==> src/rtl/wormhole_out_port.sv <==
// wormhole_out_port
// Output-port controller placed after the round-robin arbiter. In IDLE it
// sends head-flit requests to the arbiter and accepts the one-hot grant. The
// winning input then stays locked for the rest of its wormhole packet. Its
// flits are forwarded through a registered output stage, gated by a credit
// counter that tracks free slots downstream.
//
// Ports:
//   clk, reset      rising-edge clock, asynchronous active-low reset
//   in_valid/head/tail/flit   per-input queue-head flit and framing
//   in_ready        combinational pop strobe to each input
//   arb_request     combinational request vector to the arbiter
//   arb_grant, arb_any_grant  arbiter grant (same cycle)
//   out_valid/flit/head/tail  registered output flit
//   credit_in       one pulse per freed downstream slot
//   credit_cnt      current credit count
//   err             sticky protocol error
//
// state  | meaning
// IDLE   | no packet in flight; head flits compete through the arbiter
// LOCKED | owner holds the port until its tail flit is transferred

module wormhole_out_port #(
    parameter int ARBITER_WIDTH = 4,
    parameter int FLIT_WIDTH    = 32,
    parameter int CREDIT_DEPTH  = 4,
    localparam int CW           = $clog2(CREDIT_DEPTH + 1)
) (
    input  logic                                clk,
    input  logic                                reset,
    input  logic [ARBITER_WIDTH-1:0]            in_valid,
    input  logic [ARBITER_WIDTH-1:0]            in_head,
    input  logic [ARBITER_WIDTH-1:0]            in_tail,
    input  logic [ARBITER_WIDTH*FLIT_WIDTH-1:0] in_flit,
    output logic [ARBITER_WIDTH-1:0]            in_ready,
    output logic [ARBITER_WIDTH-1:0]            arb_request,
    input  logic [ARBITER_WIDTH-1:0]            arb_grant,
    input  logic                                arb_any_grant,
    output logic                                out_valid,
    output logic [FLIT_WIDTH-1:0]               out_flit,
    output logic                                out_head,
    output logic                                out_tail,
    input  logic                                credit_in,
    output logic [CW-1:0]                       credit_cnt,
    output logic                                err
);

    typedef enum logic {
        IDLE   = 1'b0,
        LOCKED = 1'b1
    } state_t;

    localparam logic [CW-1:0] CREDIT_MAX = CW'(CREDIT_DEPTH);
    localparam logic [CW-1:0] CREDIT_ONE = CW'(1);

    state_t                   state_q, state_d;
    logic [ARBITER_WIDTH-1:0] owner_q, owner_d;
    logic [CW-1:0]            credit_q, credit_d;
    logic                     out_valid_q, out_valid_d;
    logic [FLIT_WIDTH-1:0]    out_flit_q, out_flit_d;
    logic                     out_head_q, out_head_d;
    logic                     out_tail_q, out_tail_d;
    logic                     err_q, err_d;

    logic                     has_credit;
    logic                     grant_ok;
    logic                     xfer;
    logic [ARBITER_WIDTH-1:0] sel;
    logic [FLIT_WIDTH-1:0]    sel_flit;
    logic                     sel_head;
    logic                     sel_tail;

    always_comb begin
        has_credit  = (credit_q != '0);
        arb_request = '0;
        sel         = '0;
        xfer        = 1'b0;
        sel_flit    = '0;
        sel_head    = 1'b0;
        sel_tail    = 1'b0;
        state_d     = state_q;
        owner_d     = owner_q;
        credit_d    = credit_q;
        out_valid_d = 1'b0;
        out_flit_d  = out_flit_q;
        out_head_d  = out_head_q;
        out_tail_d  = out_tail_q;
        err_d       = err_q;

        // Requests are suppressed while LOCKED so the arbiter pointer only
        // moves at packet boundaries.
        if (state_q == IDLE && has_credit) begin
            arb_request = in_valid & in_head;
        end

        // A grant outside the request vector covers the LOCKED case too,
        // since nothing is requested there.
        grant_ok = arb_any_grant && ($countones(arb_grant) == 1) &&
                   ((arb_grant & ~arb_request) == '0);
        if (arb_any_grant && !grant_ok) begin
            err_d = 1'b1;
        end

        case (state_q)
            IDLE: begin
                if (grant_ok) begin
                    sel  = arb_grant;
                    xfer = 1'b1;
                end
            end
            LOCKED: begin
                if (((in_valid & owner_q) != '0) && has_credit) begin
                    sel  = owner_q;
                    xfer = 1'b1;
                end
            end
            default: begin
                state_d = IDLE;
            end
        endcase

        in_ready = sel;

        // sel is one-hot or zero, so OR-ing the selected lanes is a mux.
        for (int i = 0; i < ARBITER_WIDTH; i++) begin
            if (sel[i]) begin
                sel_flit = sel_flit | in_flit[i*FLIT_WIDTH +: FLIT_WIDTH];
                sel_head = sel_head | in_head[i];
                sel_tail = sel_tail | in_tail[i];
            end
        end

        if (xfer) begin
            out_valid_d = 1'b1;
            out_flit_d  = sel_flit;
            out_head_d  = sel_head;
            out_tail_d  = sel_tail;
            if (state_q == IDLE) begin
                owner_d = sel;
                if (!sel_tail) begin
                    state_d = LOCKED;
                end
            end else begin
                // A head inside a packet is still forwarded, only flagged.
                if (sel_head) begin
                    err_d = 1'b1;
                end
                if (sel_tail) begin
                    state_d = IDLE;
                end
            end
        end

        if (xfer && !credit_in) begin
            credit_d = credit_q - CREDIT_ONE;
        end else if (!xfer && credit_in) begin
            if (credit_q == CREDIT_MAX) begin
                err_d = 1'b1;
            end else begin
                credit_d = credit_q + CREDIT_ONE;
            end
        end
    end

    always_ff @(posedge clk or negedge reset) begin
        if (!reset) begin
            state_q     <= IDLE;
            owner_q     <= '0;
            credit_q    <= CREDIT_MAX;
            out_valid_q <= 1'b0;
            out_flit_q  <= '0;
            out_head_q  <= 1'b0;
            out_tail_q  <= 1'b0;
            err_q       <= 1'b0;
        end else begin
            state_q     <= state_d;
            owner_q     <= owner_d;
            credit_q    <= credit_d;
            out_valid_q <= out_valid_d;
            out_flit_q  <= out_flit_d;
            out_head_q  <= out_head_d;
            out_tail_q  <= out_tail_d;
            err_q       <= err_d;
        end
    end

    assign out_valid  = out_valid_q;
    assign out_flit   = out_flit_q;
    assign out_head   = out_head_q;
    assign out_tail   = out_tail_q;
    assign credit_cnt = credit_q;
    assign err        = err_q;

endmodule

==> config.mk <==
export PLATFORM = sky130hd
export DESIGN_NAME = wormhole_out_port
export DESIGN_NICKNAME = d
export VERILOG_FILES = /design/src/rtl/wormhole_out_port.sv
export SDC_FILE = /design/constraint.sdc
export NUM_CORES = 1
export LEC_CHECK = 0
export CORE_MARGIN = 5
export CORE_UTILIZATION = 35
export DETAILED_ROUTE_END_ITERATION = 10
export PLACE_DENSITY = 0.87
export REMOVE_ABC_BUFFERS = 1
export SLEW_MARGIN = 30
export SYNTH_ARGS = -nofsm -noshare
export SYNTH_HDL_FRONTEND = slang
export SYNTH_SLANG_ARGS = --single-unit
==> constraint.sdc <==
create_clock -name clk -period 3.4 [get_ports clk]
set_clock_uncertainty 0.1 [all_clocks]
set_input_delay 0.51 -clock clk [delete_from_list [all_inputs] [get_ports clk]]
set_output_delay 0.51 -clock clk [all_outputs]
set_load 0.005 [all_outputs]
==> results_dict.tcl, run 1 <==
set metrics [dict create \
    status "complete, no violations" \
    worst-slew-pin-transition_ps 638 \
    crit_buf_inv 6 \
    p_leak_nw 2.19 \
    die_area_um2 11900 \
    wl_um 14700 \
    cp_top_family "adder cells" \
    finalSetupTns_ps 0 \
    clk_latency_ps 290 \
    combPwrFrac 0.553 \
    grt_start_max_net_pins 45 \
    worstPathRequired_ps 3520 \
    drtPass1Iterations 8 \
    fmax_ghz 0.301 \
    final_area_um2 5800 \
    ir_drop_uv 237 \
    powerDensity_nw_per_um2 500 \
    min_path_type "input pin to asynchronous set/reset pin" \
    drive_gt1_frac 0.122 \
    path_common_cell "ha_4" \
    start_kind "input pin" \
    core_area_um2 9640 \
    async_flop_share 1.00 \
    post_drt_wl_per_cell_um 20.0 \
    cp-end-kind "flop" \
    die_x_um 109 \
    clk_path_buf_depth 2 \
    finalSetupViolations 0 \
    syn-cell-area_um2 3430 \
    finalHoldWorstSlack_ps 111 \
    place_hpwl_um 10400 \
    finalHoldViolCount 0 \
    avgSynthCellArea_um2 8.48 \
    power.switching_w 0.000998 \
    cts_hold_buffers 0 \
    postPlaceCellArea_um2 5560 \
    initial_core_util 0.355 \
    io_pins 195 \
    gp_congestion 0.887 \
    cts_tree "yes" \
    grt_usage 0.239 \
    vias 4502 \
    critical_path.max_stage_delay_ps 530 \
    maxSlewHeadroom 0.575 \
    grt-ovfl-total 0 \
    portBuffers 194 \
    grt_pass1_wl_um 22800 \
    syn2layout_area_growth_pct 69.2 \
    root_buffer "clkbuf_8" \
    critPathMaxFanout 3 \
    maxCapViolCount 0 \
    crit_slowest_cell "fa_1" \
    mostFrequentLayoutCells "clkdlybuf4s50_1, nand2_1, dfrtp_1" \
    clockPowerShare 0.118 \
    antenna_cells 0 \
    synthFlopType "dfrtp_1" \
    p_sw_frac 0.345 \
    ys_seq_area_frac 0.322 \
    critPathArrivalTime_ps 3440 \
    slew_violations 0 \
    drtAntennaViolNets 0 \
    synth_edf_count 0 \
    htree_levels 2 \
    utilization 0.601 \
    min_period_ps 3320 \
    die_h_um 109 \
    vias_per_cell 6.14 \
    clk_pin_slew_ps 80 \
    final_nets 753 \
    final_common_cell "clkdlybuf4s50_1" \
    numClockSinks 44 \
    synth_seq_cells 44 \
    critical_path_class "input pin to flop" \
    grt_pass1_vias 4716 \
    crit_chain "buf_8 -> inv_4 -> fa_1 -> inv_1 -> ha_2 -> ha_4 -> nor2_4 -> o2111ai_2 -> buf_4 -> o31ai_4 -> buf_6 -> ha_4 -> inv_2 -> fa_2 -> a211oi_2 -> a21oi_1 -> o21ai_1 -> o31ai_1" \
    drcViolationCount 0 \
    rsz0062_at_grt "true" \
    fin_crit_sh 0.978 \
    first_iter_violations 556 \
    synthCells 404 \
    internal-power_w 0.00190 \
    antenna_found_initial 1 \
    seqPwrFrac 0.329 \
    cts_buffers 5 \
    synth_cell_types 45 \
    yosys_warnings 0 \
    std_cell_rows 36 \
]
==> worst paths after layout <==
check / start / end / depth (start not counted) / slack (ps)
hold reg to reg: out_flit[5] / out_flit[5] / 1 / 390
setup / recovery: arb_grant[1] / credit_cnt[2] / 18 / 80
min in group clk: out_flit[5] / out_flit[5] / 1 / 390
hold / removal: reset / credit_cnt[0] / 1 / 110
setup reg to reg: credit_cnt[2] / credit_cnt[2] / 13 / 330
max in group asynchronous: reset / state_q / 1 / 2680
==> cell type report <==
class                   count  area [µm²]
repair buffers            229        2220
well taps                 133         166
flip-flops and latches     44        1100
fillers                   849        3840
inverters                  15        58.8
clock buffers               8        90.1
multi-input cells         304        2160
==> synth_stat cells, types with 2 or more instances <==
library cell / number / area, µm²
ha_1: 4 / 50.1
o211ai_1: 2 / 15.0
o31ai_1: 2 / 15.0
a221oi_1: 2 / 17.5
and2_1: 2 / 12.5
o21ai_0: 5 / 25.0
nor2_1: 42 / 158
nand2_1: 43 / 161
clkbuf_1: 25 / 93.8
o2111ai_1: 32 / 280
a211oi_1: 2 / 15.0
o21a_1: 33 / 248
nor3_1: 5 / 25.0
o21ai_1: 2 / 10.0
a222oi_1: 34 / 340
mux2_2: 2 / 22.5
fa_1: 2 / 40.0
a22oi_1: 33 / 248
dfrtp_1: 43 / 1080
buf_8: 3 / 45.0
a21oi_1: 34 / 170
a22o_1: 2 / 17.5
inv_1: 15 / 56.3
buf_2: 11 / 55.1
a31oi_1: 3 / 18.8
a21o_1: 2 / 15.0
==> timing repair <==
item                                   in CTS  in global routing
pin swaps                                   9                 10
endpoints found under the hold margin       0                  0
buffers inserted                            5                  2
cloned                                      0                  1
gates resized for setup                    34                 15
setup endpoints to repair                  46                  6
==> registers in the layout (all words and copies together) (netlist names) <==
signal and count:
state_q 1, out_head 1, credit_cnt 3, err 1, out_flit 32, owner_q 4
out_tail 1, out_valid 1
==> metrics by stage <==
step	std cells	setup slack (ps)	total power, W
after floorplan	363	-2450	0.00154
after global placement	717	-774	0.00245
after detailed placement	717	-942	0.00251
after CTS	730	26.4	0.00288
after global routing	733	-63.0	0.00309
final	733	75.2	0.00290
==> metal layers <==
layer | track usage | wire [µm]
met5 | 0 | 13
met4 | 0.0956 | 377
met3 | 0.0687 | 1680
met2 | 0.404 | 7270
met1 | 0.286 | 5330
==> worst register-to-register path, stage by stage (launching register included) <==
cell and delay [ps]:
dfstp_2 600, nor3_2 80, buf_4 180, o31ai_1 240
o221ai_1 330, o31ai_4 350, buf_6 150, ha_4 130
inv_2 40, fa_2 360, a211oi_2 150, a21oi_1 60
o21ai_1 130, o31ai_1 90
==> cells by family after synthesis <==
kind of cell,Yosys count,share of synthesized area
muxes,3,0.00950
and+or+nand+nor,96,0.112
AOI/OAI and AO/OA,198,0.449
adders and majority gates,6,0.0263
DFF,44,0.322
buffers and inverters,56,0.0785
xor gates and xnor gates,1,0.00256
==> power by group through the flow <==
| stage | registers (W) | clock network [W] | logic (W) |
|---|---|---|---|
| 6_report | 0.000954 | 0.000341 | 0.00160 |
| 5_1_grt | 0.000987 | 0.000378 | 0.00172 |
| 4_1_cts | 0.000952 | 0.000353 | 0.00158 |
| 3_5_place_dp | 0.000960 | 0 | 0.00155 |
| 3_3_place_gp | 0.000950 | 0 | 0.00150 |
| 2_1_floorplan | 0.000967 | 0 | 0.000569 |
No activity file was read; power rests on OpenSTA's default activity.
==> run 2, diff against run 1 <==
--- a/config.mk
+++ b/config.mk
@@ -5,10 +5,11 @@
 export SDC_FILE = /design/constraint.sdc
 export NUM_CORES = 1
 export LEC_CHECK = 0
+export CORE_ASPECT_RATIO = 1.4
 export CORE_MARGIN = 5
 export CORE_UTILIZATION = 35
 export DETAILED_ROUTE_END_ITERATION = 10
-export PLACE_DENSITY = 0.87
+export PLACE_DENSITY = 0.82
 export REMOVE_ABC_BUFFERS = 1
 export SLEW_MARGIN = 30
 export SYNTH_ARGS = -nofsm -noshare
==> run 2 against run 1 <==
Net effect:
- sequential share of layout area is 0.15 points lower
- critical path depth down 5
- core utilization is 1.3 points higher
- die area rose by 0.24%
- via count is 0.49% lower
==> results_dict.tcl, run 2 (same netlist as run 1, synthesis figures left out) <==
set metrics [dict create \
    dp_slack_ps -844 \
    clk_path_buf_depth 2 \
    grt-ovfl-total 0 \
    ir_drop_uv 290 \
    htree_levels 2 \
    syn2layout_area_growth_pct 70.6 \
    timing.rr.start "credit_cnt[2]" \
    die_x_um 93.6 \
    critPathMaxFanout 2 \
    numClockSinks 44 \
    vias 4480 \
    r2r-end "credit_cnt[2]" \
    finalSetupViolations 0 \
    place_hpwl_um 10700 \
    clk_pin_slew_ps 60 \
    post_drt_wl_per_cell_um 20.0 \
    grt_pass1_vias 4706 \
    maxCapViolCount 0 \
    grt_usage 0.235 \
    utilization 0.614 \
    io_pins 195 \
    combPwrFrac 0.509 \
    die_area_um2 11900 \
    seqPwrFrac 0.306 \
    min_path_type "input pin to asynchronous set/reset pin" \
    rsz0062_at_grt "false" \
    critPathArrivalTime_ps 2660 \
    final_common_cell "clkdlybuf4s50_1" \
    worst-slew-pin-transition_ps 570 \
    cts_buffers 5 \
    portBuffers 194 \
    fin_crit_sh 0.961 \
    root_buffer "clkbuf_16" \
    cts_tree "yes" \
    drtPass1Iterations 9 \
    internal-power_w 0.00212 \
    worst_slack_ps 131 \
    vias_per_cell 6.15 \
    grt_pass1_wl_um 22600 \
    critical_path_class "input pin to output pin" \
    mostFrequentLayoutCells "clkdlybuf4s50_1, nand2_1, dfrtp_1" \
    core_area_um2 9510 \
    final_nets 750 \
    std_cell_rows 42 \
    largest_reg_flops 32 \
    drcViolationCount 0 \
    p_leak_nw 2.21 \
    finalHoldWorstSlack_ps 110 \
    wl_um 14600 \
    finalSetupTns_ps 0 \
    cp-end-kind "output pin" \
    gp_congestion 0.935 \
    start_kind "input pin" \
    worstPathRequired_ps 2790 \
    powerDensity_nw_per_um2 538 \
    clockPowerShare 0.184 \
    die_h_um 127 \
    slew_violations 0 \
    status "complete, no violations" \
    fmax_ghz 0.306 \
    p_sw_frac 0.328 \
    drive_gt1_frac 0.119 \
    initial_core_util 0.360 \
    maxSlewHeadroom 0.620 \
    first_iter_violations 503 \
    r2r_slack_ps 470 \
    reg2reg_depth 12 \
    nFillCells 817 \
    finalHoldViolCount 0 \
    min_period_ps 3270 \
    clk_latency_ps 280 \
    antenna_found_initial 0 \
    drtAntennaViolNets 0 \
    grt_start_max_net_pins 46 \
    power.switching_w 0.00103 \
    antenna_cells 0 \
]
## run 2: cell types whose count changed in the layout (fill, tap and decap cells not counted), moves of 2 or more
cell,delta
clkbuf_8,-4
buf_2,-2
clkbuf_2,-2
clkbuf_1,-2
clkbuf_16,+4
## run 2: layer usage
layer	track usage	wire length, µm	vias up
met2	0.423	7500	313
met3	0.0494	1490	62
li1	-	-	1995
met1	0.260	5020	2110
met4	0.108	554	0
met5	0	0	-
## run 2: how the worst max path moves through the flow
stage,from,endpoint,cells past startpoint
floorplan,arb_grant[0],credit_cnt[2],15
detailed placement,arb_grant[1],credit_cnt[2],16
CTS,arb_grant[3],in_ready[3],13
global route,arb_grant[3],credit_cnt[2],17
global placement,arb_grant[1],in_ready[0],11
finish,arb_grant[3],in_ready[0],13
## run 2: final cells by class
cell class | instances | area (µm²) | area share
tap | 132 | 165 | 0.0283
clock buffer | 7 | 153 | 0.0261
timing repair buffer | 226 | 2190 | 0.374
clock inverter | 1 | 30.0 | 0.00514
sequential | 44 | 1100 | 0.189
inverter | 15 | 56.3 | 0.00964
multi-input combinational | 304 | 2150 | 0.368
## run 2: power groups by stage
stage	combinational [W]	sequential (W)	clock (W)
floorplan	0.000569	0.000967	0
global placement	0.00152	0.000954	0
detailed placement	0.00155	0.000963	0
CTS	0.00157	0.000962	0.000594
global route	0.00172	0.000996	0.000614
finish	0.00160	0.000963	0.000580
## run 2: what timing repair did
| action | 4_1_cts | 5_1_grt |
|---|---|---|
| setup endpoints to repair | 46 | 6 |
| pin swaps | 3 | 8 |
| buffers inserted | 2 | 4 |
| hold buffers | 0 | 0 |
| endpoints found under the hold margin | 0 | 0 |
| resized for setup | 26 | 18 |
## run 2: worst max-delay path, cell delays in order
cell       delay, ps
clkbuf_2         100
inv_2             50
fa_1             530
inv_1             40
ha_2             170
ha_4             210
nor2_2           120
o2111ai_2        150
o31ai_4          300
buf_4            150
buf_4            100
and2_4           130
buf_6            100
## run 2: metrics by stage
step	std cells	cell area [µm²]	total power, W
after floorplan	363	3210	0.00154
after global placement	715	5550	0.00247
after detailed placement	715	5550	0.00251
after CTS	725	5760	0.00312
after global routing	729	5840	0.00333
final	729	5840	0.00315
==> run 3, diff against run 2 <==
--- a/config.mk
+++ b/config.mk
@@ -5,9 +5,10 @@
 export SDC_FILE = /design/constraint.sdc
 export NUM_CORES = 1
 export LEC_CHECK = 0
+export ABC_AREA = 1
 export CORE_ASPECT_RATIO = 1.4
 export CORE_MARGIN = 5
-export CORE_UTILIZATION = 35
+export CORE_UTILIZATION = 33
 export DETAILED_ROUTE_END_ITERATION = 10
 export PLACE_DENSITY = 0.82
 export REMOVE_ABC_BUFFERS = 1
==> run 3 against run 2 <==
Net effect:
- worst hold slack improved by 19 ps
- global-route usage decreased by 4.4 points
- clock-buffer cell count unchanged
- critical endpoint is now credit_cnt[2]
- maximum frequency decreased by 2.3%
- final area decreased by 7.1%
- die area decreased by 6.0%
- synthesized cell count increased by 16%
- setup slack got worse by 76 ps
- largest power group unchanged
==> results_dict.tcl, run 3 <==
set metrics [dict create \
    status "complete, no violations" \
    cts_tree "yes" \
    root_buffer "clkbuf_16" \
    final_common_cell "nand2_1" \
    highest_layer "met4" \
    largest_reg_flops 32 \
    finalSetupViolations 0 \
    crit_slowest_cell "fa_1" \
    grt_pass1_wl_um 17400 \
    nFillCells 803 \
    std_cell_rows 41 \
    core_area_um2 8980 \
    numClockSinks 44 \
    finalSetupTns_ps 0 \
    vias 3600 \
    worst-slew-pin-transition_ps 564 \
    start_kind "input pin" \
    clk_pin_slew_ps 60 \
    synthFlopType "dfrtp_1" \
    die_area_um2 11200 \
    worstPathRequired_ps 3500 \
    min_path_type "input pin to asynchronous set/reset pin" \
    io_pins 195 \
    crit_buf_inv 6 \
    yosysMostFrequentCell "nand2_1" \
    htree_levels 2 \
    synth_edf_count 0 \
    route.met2.wl_um 5840 \
    synth_cell_types 31 \
    fmax_ghz 0.299 \
    fin_crit_sh 0.984 \
    final_nets 837 \
    wl_met3_um 908 \
    yosys_warnings 0 \
    final_area_um2 5430 \
    critPathMaxFanout 2 \
    cts_buffers 5 \
    min_period_ps 3340 \
    rsz0062_at_grt "true" \
    critPathArrivalTime_ps 3450 \
    grt_usage 0.191 \
    drtPass1Iterations 4 \
    antenna_cells 0 \
    syn2layout_area_growth_pct 79.9 \
    avgSynthCellArea_um2 6.45 \
    die_h_um 123 \
    critical_path.max_stage_delay_ps 520 \
    met1_length_um 4080 \
    post_drt_wl_per_cell_um 13.9 \
    cp-end-kind "flop" \
    ys_seq_area_frac 0.365 \
    vias_per_cell 4.55 \
    yosys.area.top_type_share 0.357 \
    grt_start_max_net_pins 45 \
    multi_input_area_um2 1720 \
    seqCellArea_um2 1100 \
    powerDensity_nw_per_um2 651 \
    place_hpwl_um 8590 \
    synth_commonest_cells "nand2_1, nor2_1, dfrtp_1" \
    worst_slack_ps 55.2 \
    drtAntennaViolNets 0 \
    clk_path_buf_depth 2 \
    postPlaceCellArea_um2 5060 \
    async_flop_share 1.00 \
    drive_gt1_frac 0.145 \
    initial_core_util 0.336 \
    syn-cell-area_um2 3020 \
    die_x_um 90.8 \
    finalHoldViolCount 0 \
    maxSlewHeadroom 0.624 \
    grt-ovfl-total 0 \
    utilization 0.605 \
    clk_latency_ps 280 \
    mostFrequentLayoutCells "nand2_1, clkdlybuf4s50_1, nor2_1" \
    antenna_found_initial 0 \
    portBuffers 194 \
    critical_path_class "input pin to flop" \
    drcViolationCount 0 \
    ys_top_cells_by_area "dfrtp_1, nand2_1, nand2_2, nor2_1, inv_1" \
    maxCapViolCount 0 \
    synthCells 468 \
    crit_chain "clkdlybuf4s15_2 -> inv_2 -> fa_1 -> inv_1 -> ha_2 -> ha_4 -> nor3_4 -> nand3_2 -> o21bai_4 -> buf_6 -> nand2_2 -> inv_2 -> ha_4 -> inv_1 -> fa_2 -> or2_4 -> nand3_2 -> xor2_1" \
    gp_congestion 0.863 \
    first_iter_violations 122 \
    wl_um 11000 \
    dp_slack_ps -817 \
    netlist.top_cell.by_area "dfrtp_1" \
    synth_seq_cells 44 \
    ir_drop_uv 453 \
    p_leak_nw 2.77 \
    grt_pass1_vias 3755 \
    slew_violations 0 \
    cp_top_family "adder cells" \
]
-- run 3: changes by cell type in the layout (fill, tap and decap cells not counted), moves of 7 or more --
cell / before / now
nand2_1: 43 / 260
nand3_1: 0 / 7
nand2_2: 0 / 34
a222oi_1: 34 / 0
o2111ai_1: 31 / 1
inv_1: 11 / 22
a21oi_1: 34 / 6
a22oi_1: 33 / 0
o21a_1: 33 / 1
-- run 3: cell type report --
| type | count | area share |
|---|---|---|
| Clock buffer | 7 | 0.0281 |
| Clock inverter | 1 | 0.00553 |
| Inverter | 28 | 0.0194 |
| Multi-Input combinational cell | 379 | 0.317 |
| Sequential cell | 44 | 0.203 |
| Tap cell | 107 | 0.0247 |
| Timing Repair Buffer | 225 | 0.402 |
-- run 3: worst register-to-register path, cell delays in order (launching register included) --
cell and delay, ps:
dfrtp_1 430, nor2_2 190, nand2_2 130, nand3b_1 130
nand2_1 70, nand2_2 110, o21bai_4 90, buf_6 120
nand2_2 60, inv_2 50, buf_4 130, buf_4 120
buf_4 120, buf_4 120, buf_4 120, buf_4 120
buf_4 120, buf_4 130, nor2_1 80, nor2_1 50
-- run 3: final timing paths --
path	from	end	slack, ps	cells past startpoint
setup / recovery	arb_grant[0]	credit_cnt[2]	60	18
hold / removal	reset	out_flit[24]	130	1
setup reg to reg	credit_cnt[0]	out_tail	690	19
hold reg to reg	out_flit[12]	out_flit[12]	380	2
max in group asynchronous	reset	credit_cnt[2]	2690	1
min in group clk	out_flit[12]	out_flit[12]	380	2
-- run 3: layer usage --
metal | GRT usage | up-vias
met5 | 0 | -
met2 | 0.359 | 145
met3 | 0.0572 | 14
li1 | - | 1833
met4 | 0.0587 | 0
met1 | 0.205 | 1608
-- run 3: what timing repair did --
action	CTS	global route
resized for setup	34	6
endpoints found under the setup margin	43	13
endpoints found under the hold margin	0	0
hold buffers	0	0
setup buffers	13	2
pin swaps	6	4
-- run 3: report_power, final --
group          internal, W  total (W)  leakage, nW  switching, W
Combinational      0.00105    0.00200         2.16      0.000951
Clock             0.000386   0.000568       0.0901      0.000182
Sequential        0.000800   0.000963        0.524      0.000163
-- run 3: logic make-up (layout without fill, tap and decap cells) --
logic type	after synthesis	after routing	share of synthesized area
simple gates	357	357	0.484
compound gates	14	14	0.0311
fa+ha+maj	6	6	0.0299
buf+inv	45	261	0.0842
xor+xnor	2	2	0.00581
flops	44	44	0.365
-- run 3: metrics by stage --
step	hold slack (ps)	std cells	power, W
2_1_floorplan	114	451	0.00177
3_3_place_gp	361	768	0.00277
3_5_place_dp	365	768	0.00282
4_1_cts	324	789	0.00355
5_1_grt	165	791	0.00384
6_report	129	791	0.00354
